[config.mk]
export PLATFORM = sky130hd
export DESIGN_NAME = seq_shift_add_multiplier
export DESIGN_NICKNAME = d
export VERILOG_FILES = /design/src/rtl/seq_shift_add_multiplier_pkg.sv /design/src/rtl/seq_shift_add_multiplier_datapath.sv /design/src/rtl/seq_shift_add_multiplier_shr64.sv /design/src/rtl/seq_shift_add_multiplier.sv
export SDC_FILE = /design/constraint.sdc
export NUM_CORES = 1
export LEC_CHECK = 0
export ABC_CLOCK_PERIOD_IN_PS = 7550
export CORE_AREA = 2 2 110 122
export CTS_BUF_LIST = sky130_fd_sc_hd__clkbuf_16
export CTS_CLUSTER_SIZE = 30
export DETAILED_ROUTE_END_ITERATION = 7
export DIE_AREA = 0 0 112 124
export GPL_ROUTABILITY_DRIVEN = 0
export GPL_TIMING_DRIVEN = 1
export PLACE_DENSITY = 0.75
export SETUP_SLACK_MARGIN = 0.1
export SYNTH_ARGS = -nofsm -noshare
export SYNTH_HDL_FRONTEND = slang
export SYNTH_SLANG_ARGS = --single-unit
[constraint.sdc]
create_clock -name clk -period 7.55 [get_ports clk]
set_input_delay 1.8875 -clock clk [delete_from_list [all_inputs] [get_ports clk]]
set_output_delay 1.8875 -clock clk [all_outputs]
set_load 0.02 [all_outputs]
[src/rtl/seq_shift_add_multiplier_pkg.sv]
// ============================================================================
// seq_shift_add_multiplier_pkg : shared state encoding and sizing constants
// Revision: 1.0
// ============================================================================
`default_nettype none

package seq_shift_add_multiplier_pkg;

    localparam int WIDTH_DEFAULT = 32;
    localparam int CNT_W_DEFAULT = 6;
    localparam int SHR_W         = 64;

    typedef enum logic [1:0] {
        ST_IDLE = 2'b00,
        ST_CALC = 2'b01,
        ST_DONE = 2'b10
    } state_e;

endpackage

`default_nettype wire

[src/rtl/seq_shift_add_multiplier_datapath.sv]
// ============================================================================
// seq_shift_add_multiplier_datapath : operand/product registers, adder, shift
// Revision: 1.0
// ============================================================================
`default_nettype none

module seq_shift_add_multiplier_datapath
    import seq_shift_add_multiplier_pkg::*;
#(
    parameter int WIDTH = WIDTH_DEFAULT
) (
    input  logic                 clk,
    input  logic                 reset_n,
    input  logic                 load,
    input  logic                 step,
    input  logic [WIDTH-1:0]     multiplicand,
    input  logic [WIDTH-1:0]     multiplier,
    output logic [2*WIDTH-1:0]   product
);

    logic [WIDTH-1:0]   mcand_q, mcand_d;
    logic [2*WIDTH-1:0] product_q, product_d;
    logic [WIDTH:0]     sum;
    logic [SHR_W-1:0]   shr_in;
    logic [SHR_W-1:0]   shr_out;
    logic               shr_msb_unused;

    // Full 33-bit sum; its carry replaces the zero the shifter inserts at the MSB.
    assign sum    = {1'b0, product_q[2*WIDTH-1:WIDTH]}
                  + (product_q[0] ? {1'b0, mcand_q} : '0);
    assign shr_in = {sum[WIDTH-1:0], product_q[WIDTH-1:0]};

    seq_shift_add_multiplier_shr64 u_shr64 (
        .en   (1'b1),
        .din  (shr_in),
        .dout (shr_out)
    );

    assign shr_msb_unused = shr_out[SHR_W-1];

    always_comb begin
        mcand_d   = mcand_q;
        product_d = product_q;
        if (load) begin
            mcand_d   = multiplicand;
            product_d = {{WIDTH{1'b0}}, multiplier};
        end else if (step) begin
            product_d = {sum[WIDTH], shr_out[SHR_W-2:0]};
        end
    end

    always_ff @(posedge clk or negedge reset_n) begin
        if (!reset_n) begin
            mcand_q   <= '0;
            product_q <= '0;
        end else begin
            mcand_q   <= mcand_d;
            product_q <= product_d;
        end
    end

    assign product = product_q;

endmodule

`default_nettype wire

[src/rtl/seq_shift_add_multiplier_shr64.sv]
// ============================================================================
// seq_shift_add_multiplier_shr64 : 64-bit one-bit logical right shifter
// Revision: 1.0
// ============================================================================
`default_nettype none

module seq_shift_add_multiplier_shr64
    import seq_shift_add_multiplier_pkg::*;
(
    input  logic             en,
    input  logic [SHR_W-1:0] din,
    output logic [SHR_W-1:0] dout
);

    assign dout = en ? {1'b0, din[SHR_W-1:1]} : din;

endmodule

`default_nettype wire

[src/rtl/seq_shift_add_multiplier.sv]
// ============================================================================
// seq_shift_add_multiplier : sequential unsigned WIDTH x WIDTH shift-add multiply
// Revision: 1.0
// ============================================================================
`default_nettype none

module seq_shift_add_multiplier
    import seq_shift_add_multiplier_pkg::*;
#(
    parameter int WIDTH = WIDTH_DEFAULT,
    parameter int CNT_W = CNT_W_DEFAULT
) (
    input  logic                 clk,
    input  logic                 reset_n,
    input  logic                 start,
    input  logic [WIDTH-1:0]     multiplicand,
    input  logic [WIDTH-1:0]     multiplier,
    output logic                 busy,
    output logic                 done,
    output logic [2*WIDTH-1:0]   product
);

    state_e           state_q, state_d;
    logic [CNT_W-1:0] count_q, count_d;
    logic             busy_q, busy_d;
    logic             done_q, done_d;
    logic             load;
    logic             step;

    // busy/done are computed for the state being entered so they stay registered.
    always_comb begin
        state_d = state_q;
        count_d = count_q;
        busy_d  = 1'b0;
        done_d  = 1'b0;
        load    = 1'b0;
        step    = 1'b0;
        case (state_q)
            ST_IDLE: begin
                if (start) begin
                    load    = 1'b1;
                    count_d = '0;
                    busy_d  = 1'b1;
                    state_d = ST_CALC;
                end
            end
            ST_CALC: begin
                step    = 1'b1;
                busy_d  = 1'b1;
                count_d = count_q + 1'b1;
                if (count_q == CNT_W'(WIDTH - 1)) begin
                    done_d  = 1'b1;
                    state_d = ST_DONE;
                end
            end
            ST_DONE: begin
                state_d = ST_IDLE;
            end
            default: begin
                state_d = ST_IDLE;
            end
        endcase
    end

    always_ff @(posedge clk or negedge reset_n) begin
        if (!reset_n) begin
            state_q <= ST_IDLE;
            count_q <= '0;
            busy_q  <= 1'b0;
            done_q  <= 1'b0;
        end else begin
            state_q <= state_d;
            count_q <= count_d;
            busy_q  <= busy_d;
            done_q  <= done_d;
        end
    end

    seq_shift_add_multiplier_datapath #(
        .WIDTH (WIDTH)
    ) u_datapath (
        .clk          (clk),
        .reset_n      (reset_n),
        .load         (load),
        .step         (step),
        .multiplicand (multiplicand),
        .multiplier   (multiplier),
        .product      (product)
    );

    assign busy = busy_q;
    assign done = done_q;

endmodule

`default_nettype wire

==> results.yml, run 1 <==
sta:
  maxSlewHeadroom: 0.330
  tns_ns: 0
  period_share: 0.531
  period_needed_ns: 4.01
  rsz0062_at_grt: "false"
  worst_pin_slew_ns: 1.01
  final_hold_viol_count: 0
  slew_viol_final: 0
  setup_viol: 0
  clock.fmax_mhz: 249
  setup_slack_ns: 3.54
  fin_skew_ns: 0.00811
  holdWs_ns: 0.501
floorplanning:
  std_cell_rows: 43
  die_h_um: 124
  fp.coreArea_sq_mm: 0.0126
  start_util: 0.492
  ioPinCount: 133
  die_x_um: 112
  fp.dieArea_sq_mm: 0.0139
drt:
  ant_nets: 0
  wl_per_cell_um: 16.2
  wirelength_um: 14800
  remaining_drc_errors: 0
  viasPerCell: 5.70
  initialDrtViolationCount: 266
  first_pass_iters: 5
  dr_total_vias: 5205
clocking:
  cts_root_buffer: "clkbuf_16"
  cts_tree: "done"
  clkSinkCount: 106
  postCtsHoldBufs: 0
  clock_latency_ns: 0.35
  clockBufferDepth: 2
  cts.htree.levels: 3
  post_cts_resized: 0
  cts_made_buffers: 9
  postCtsSetupRepairBufs: 0
  clk_pin_slew_ns: 0.07
cells_and_area:
  drive_above_1_share: 0.101
  area_delta_synth_final_pct: 27.2
  diodes: 0
  layout.nets: 852
grt:
  antenna_found_initial: 0
  grt_max_degree: 70
  grt_pass1_wl_um: 25500
  grt_use_total: 0.221
  grt_overflow: 0
  grt_pass1_vias: 5513
setup_path:
  cp_slowest_stage_delay_ns: 0.99
  arrival_ns: 2.12
  critPathKind: "reg2out"
  cp.required_ns: 5.66
  cp_max_fo: 34
  cp_num_buf_inv: 1
  startpoint_type: "register"
  crit_chain: "clkdlybuf4s50_1"
  end_kind: "primary output"
  cpLargestDelayFamily: "flip-flops"
  slowest_stage: "dfrtp_1"
synth:
  ys_seq_area_frac: 0.428
  syn-num-nets: 742
  ys.flop_type: "dfrtp_1"
  synthArstFlopShare: 1.00
  netlist_area_sq_mm: 0.00620
  yosysUniqueCellTypes: 65
  ys_ff_latch: 106
  synth-edff-count: 0
  yosys_warnings: 0
  syn_inst: 641
  syn_area_per_cell_sq_um: 9.67
power:
  power.total_mw: 3.63
  powerDensity_mw_per_mm2: 461
  cellLeakagePower_nw: 3.29
  ir_drop_mv: 0.227
hold_path:
  min_path_type: "reg2reg"
placed_design:
  post-place-ws_ns: 3.57
  port_buffers: 132
  dp_hpwl_um: 10400
flow_run:
  maxCapViolCount: 0
status:
  status: "completed"
## kinds of logic (layout without fill, tap and decap cells)
group | count (synthesis) | after routing | synth area share
AO/OA/AOI/OAI | 205 | 205 | 0.219
adder cells (fa/ha/maj) | 34 | 34 | 0.0698
AND/OR/NAND/NOR | 189 | 189 | 0.151
flip-flops | 106 | 106 | 0.428
buffers and inverters | 49 | 164 | 0.0361
XOR/XNOR | 22 | 22 | 0.0311
multiplexers | 36 | 36 | 0.0646
## routing by layer
metal	track usage	vias up	wire, um
li1	-	2528	-
met1	0.279	2508	6470
met2	0.382	147	7140
met3	0.0511	22	938
met4	0.0648	0	207
met5	0	-	0
## cell type report
| cell class | count | area (sq um) |
|---|---|---|
| timing repair buffer | 138 | 1360 |
| multi-input combinational | 486 | 3330 |
| fill | 1060 | 4700 |
| clock buffer | 9 | 225 |
| tap | 157 | 196 |
| clock inverter | 7 | 83.8 |
| sequential | 106 | 2650 |
| inverter | 10 | 37.5 |
## worst paths after layout
check,start,endpoint,slack (ns),cells past startpoint
max,u_datapath.product[0],product[0],3.54,1
min,u_datapath.mcand_q[3],u_datapath.mcand_q[3],0.50,1
max reg2reg,u_datapath.product[0],u_datapath.product[60],3.72,11
min reg2reg,u_datapath.mcand_q[3],u_datapath.mcand_q[3],0.50,1
max in group asynchronous,reset_n,state_q[0],4.83,2
min in group asynchronous,reset_n,u_datapath.mcand_q[14],1.55,1
## report_power, final
| part | switching, mW | internal [mW] |
|---|---|---|
| Combinational | 1.09 | 0.973 |
| Sequential | 0.227 | 0.854 |
| Clock | 0.225 | 0.263 |
| Total | 1.54 | 2.09 |
## stage by stage
step	util	instance area, sq um	cells
after floorplan	-	6200	641
after global placement	0.602	7580	897
after detailed placement	0.602	7580	897
after CTS	0.626	7890	913
after global routing	0.626	7890	913
final	0.626	7890	913
## sequential cells by signal, summed over array words and instances (netlist names)
name,count
count_q,6
state_q,2
done,1
u_datapath.product,64
busy,1
u_datapath.mcand_q,32
## placed cells by master (no fill, tap or decap), types with 17 or more instances in the layout
cell type	synthesis	layout
clkdlybuf4s50_1	0	131
nand2_1	89	89
dfrtp_1	106	106
a21oi_1	32	32
and2_1	31	31
nor2_1	17	17
a22oi_1	33	33
ha_1	33	33
mux2_2	32	32
o21ai_0	76	76
## Yosys cell counts (all sizes together) (17+ instances only)
library cell / count / area [sq um]
dfrtp: 106 / 2650
o21ai: 78 / 394
nor2: 17 / 63.8
mux2: 32 / 360
ha: 33 / 413
nand2: 89 / 334
clkbuf: 30 / 113
a21oi: 32 / 160
a22oi: 33 / 248
and2: 32 / 201
Power figures use the tool's default switching activity.
==> run 2, diff against run 1 <==
- ABC_CLOCK_PERIOD_IN_PS: 7550 -> 3560
- CORE_AREA: 2 2 110 122 -> 2 2 113 126
- DIE_AREA: 0 0 112 124 -> 0 0 115 128
- PLACE_DENSITY: 0.75 -> 0.73
- clock period: 7.55 -> 3.56 ns (I/O delays scaled with it)
==> run 2 against run 1 <==
Against the previous run:
- clock skew increased by 0.0028 ns
- cell area increased by 0.32%
- largest cell class unchanged
- highest routed layer unchanged
- routed wire length increased by 2.6%
==> results.yml, run 2 (synthesized netlist as in run 1, its figures left out) <==
sta:
  period_share: 0.892
  slew_viol_final: 0
  fin_skew_ns: 0.0109
  rsz0062_at_grt: "false"
  final_hold_viol_count: 0
  clock.fmax_mhz: 315
  period_needed_ns: 3.18
  worst_pin_slew_ns: 1.04
  maxSlewHeadroom: 0.309
  tns_ns: 0
  setup_viol: 0
drt:
  initialDrtViolationCount: 288
  dr_total_vias: 5262
  wirelength_um: 15100
  first_pass_iters: 7
  remaining_drc_errors: 0
  viasPerCell: 5.69
  ant_nets: 0
  wl_per_cell_um: 16.4
setup_path:
  startpoint_type: "register"
  cp_max_fo: 17
  arrival_ns: 3.43
  rr_endpoint: "u_datapath.product[63]"
  cp.required_ns: 3.81
  reg2reg_from: "u_datapath.product[0]"
  ff2ff_path_depth: 12
  r2r_slack_ns: 0.38
  critPathKind: "reg2reg"
  end_kind: "register"
grt:
  grt_max_degree: 71
  met3_usage: 0.0530
  grt.busiest_layer: "met2"
  grt_util_met2: 0.354
  grt_pass1_vias: 5279
  met1_usage: 0.280
  grt_use_total: 0.213
  grt_pass1_wl_um: 25500
  grt_overflow: 0
  antenna_found_initial: 0
clocking:
  clkSinkCount: 106
  postCtsSetupRepairBufs: 0
  cts_root_buffer: "clkbuf_16"
  clk_pin_slew_ns: 0.08
  cts_made_buffers: 9
  cts.htree.levels: 3
  clock_latency_ns: 0.36
  cts_tree: "done"
  clockBufferDepth: 2
hold_path:
  hold-path-endpoint: "u_datapath.mcand_q[2]"
  hp-start: "u_datapath.mcand_q[2]"
  min_path_cells: 1
  min_path_type: "reg2reg"
power:
  ir_drop_mv: 0.444
  powerDensity_mw_per_mm2: 972
  power.total_mw: 7.69
  cellLeakagePower_nw: 3.30
placed_design:
  dp_hpwl_um: 10700
  port_buffers: 132
flow_run:
  maxCapViolCount: 0
floorplanning:
  die_h_um: 128
  fp.coreArea_sq_mm: 0.0135
  start_util: 0.459
  std_cell_rows: 45
  die_x_um: 115
  fp.dieArea_sq_mm: 0.0147
  ioPinCount: 133
cells_and_area:
  drive_above_1_share: 0.107
  layout.nets: 856
  diodes: 0
  area_delta_synth_final_pct: 27.6
  largest_reg_flops: 64
  final_core_utilization: 0.585
  final_common_cell: "clkdlybuf4s50_1"
  layout_common_cells: "clkdlybuf4s50_1, dfrtp_1, nand2_1"
status:
  status: "completed"
==> run 2: repair_timing <==
item	in CTS	in global routing
resized for setup	0	2
setup endpoints to repair	0	2
hold buffers	0	0
==> run 2: worst max-delay path, cell delays in order, from the launching register on <==
cell and delay, ns:
dfrtp_2 0.51, and2_1 0.19, ha_1 0.21, inv_1 0.07, fa_1 0.26, nor2b_4 0.06
o31a_2 0.33, o31ai_2 0.30, a211oi_2 0.17, o21a_1 0.24, a2111oi_4 0.41, nor3_1 0.08
a211o_1 0.23
==> run 2: layer usage <==
layer | vias to the layer above | routed length (um)
li1 | 2543 | -
met2 | 140 | 7340
met1 | 2565 | 6700
met5 | - | 0
met4 | 0 | 204
met3 | 14 | 894
==> run 2: layout make-up <==
class	count	area (sq um)
sequential	106	2650
inverter	10	37.5
clock inverter	7	56.3
multi-input combinational	486	3330
tap	164	205
fill	1190	5600
clock buffer	9	225
timing repair buffer	142	1410
==> run 2: where the power goes <==
| group | switching, mW | leakage, nW | internal [mW] | total, mW |
|---|---|---|---|---|
| combinational | 2.37 | 1.88 | 2.08 | 4.44 |
| sequential | 0.461 | 1.28 | 1.81 | 2.27 |
| clock | 0.490 | 0.138 | 0.487 | 0.976 |
| total | 3.32 | 3.30 | 4.38 | 7.69 |
==> run 2: metrics by stage <==
stage / worst slack, ns / cells / cell area [sq um] / hold WS (ns)
6_report: 0.384 / 924 / 7910 / 0.504
5_1_grt: 0.132 / 924 / 7910 / 0.521
4_1_cts: 0.134 / 924 / 7910 / 0.506
3_5_place_dp: 0.167 / 908 / 7630 / 0.490
3_3_place_gp: 0.343 / 908 / 7630 / 0.489
2_1_floorplan: 0.700 / 641 / 6200 / 0.473
==> run 2: worst max path at each step <==
stage	endpoint	from	slack [ns]
after global placement	u_datapath.product[60]	u_datapath.product[0]	0.34
final	u_datapath.product[63]	u_datapath.product[0]	0.38
after global routing	u_datapath.product[60]	u_datapath.product[0]	0.13
after CTS	u_datapath.product[60]	u_datapath.product[0]	0.13
after detailed placement	u_datapath.product[60]	u_datapath.product[0]	0.17
after floorplan	u_datapath.product[63]	u_datapath.product[0]	0.70
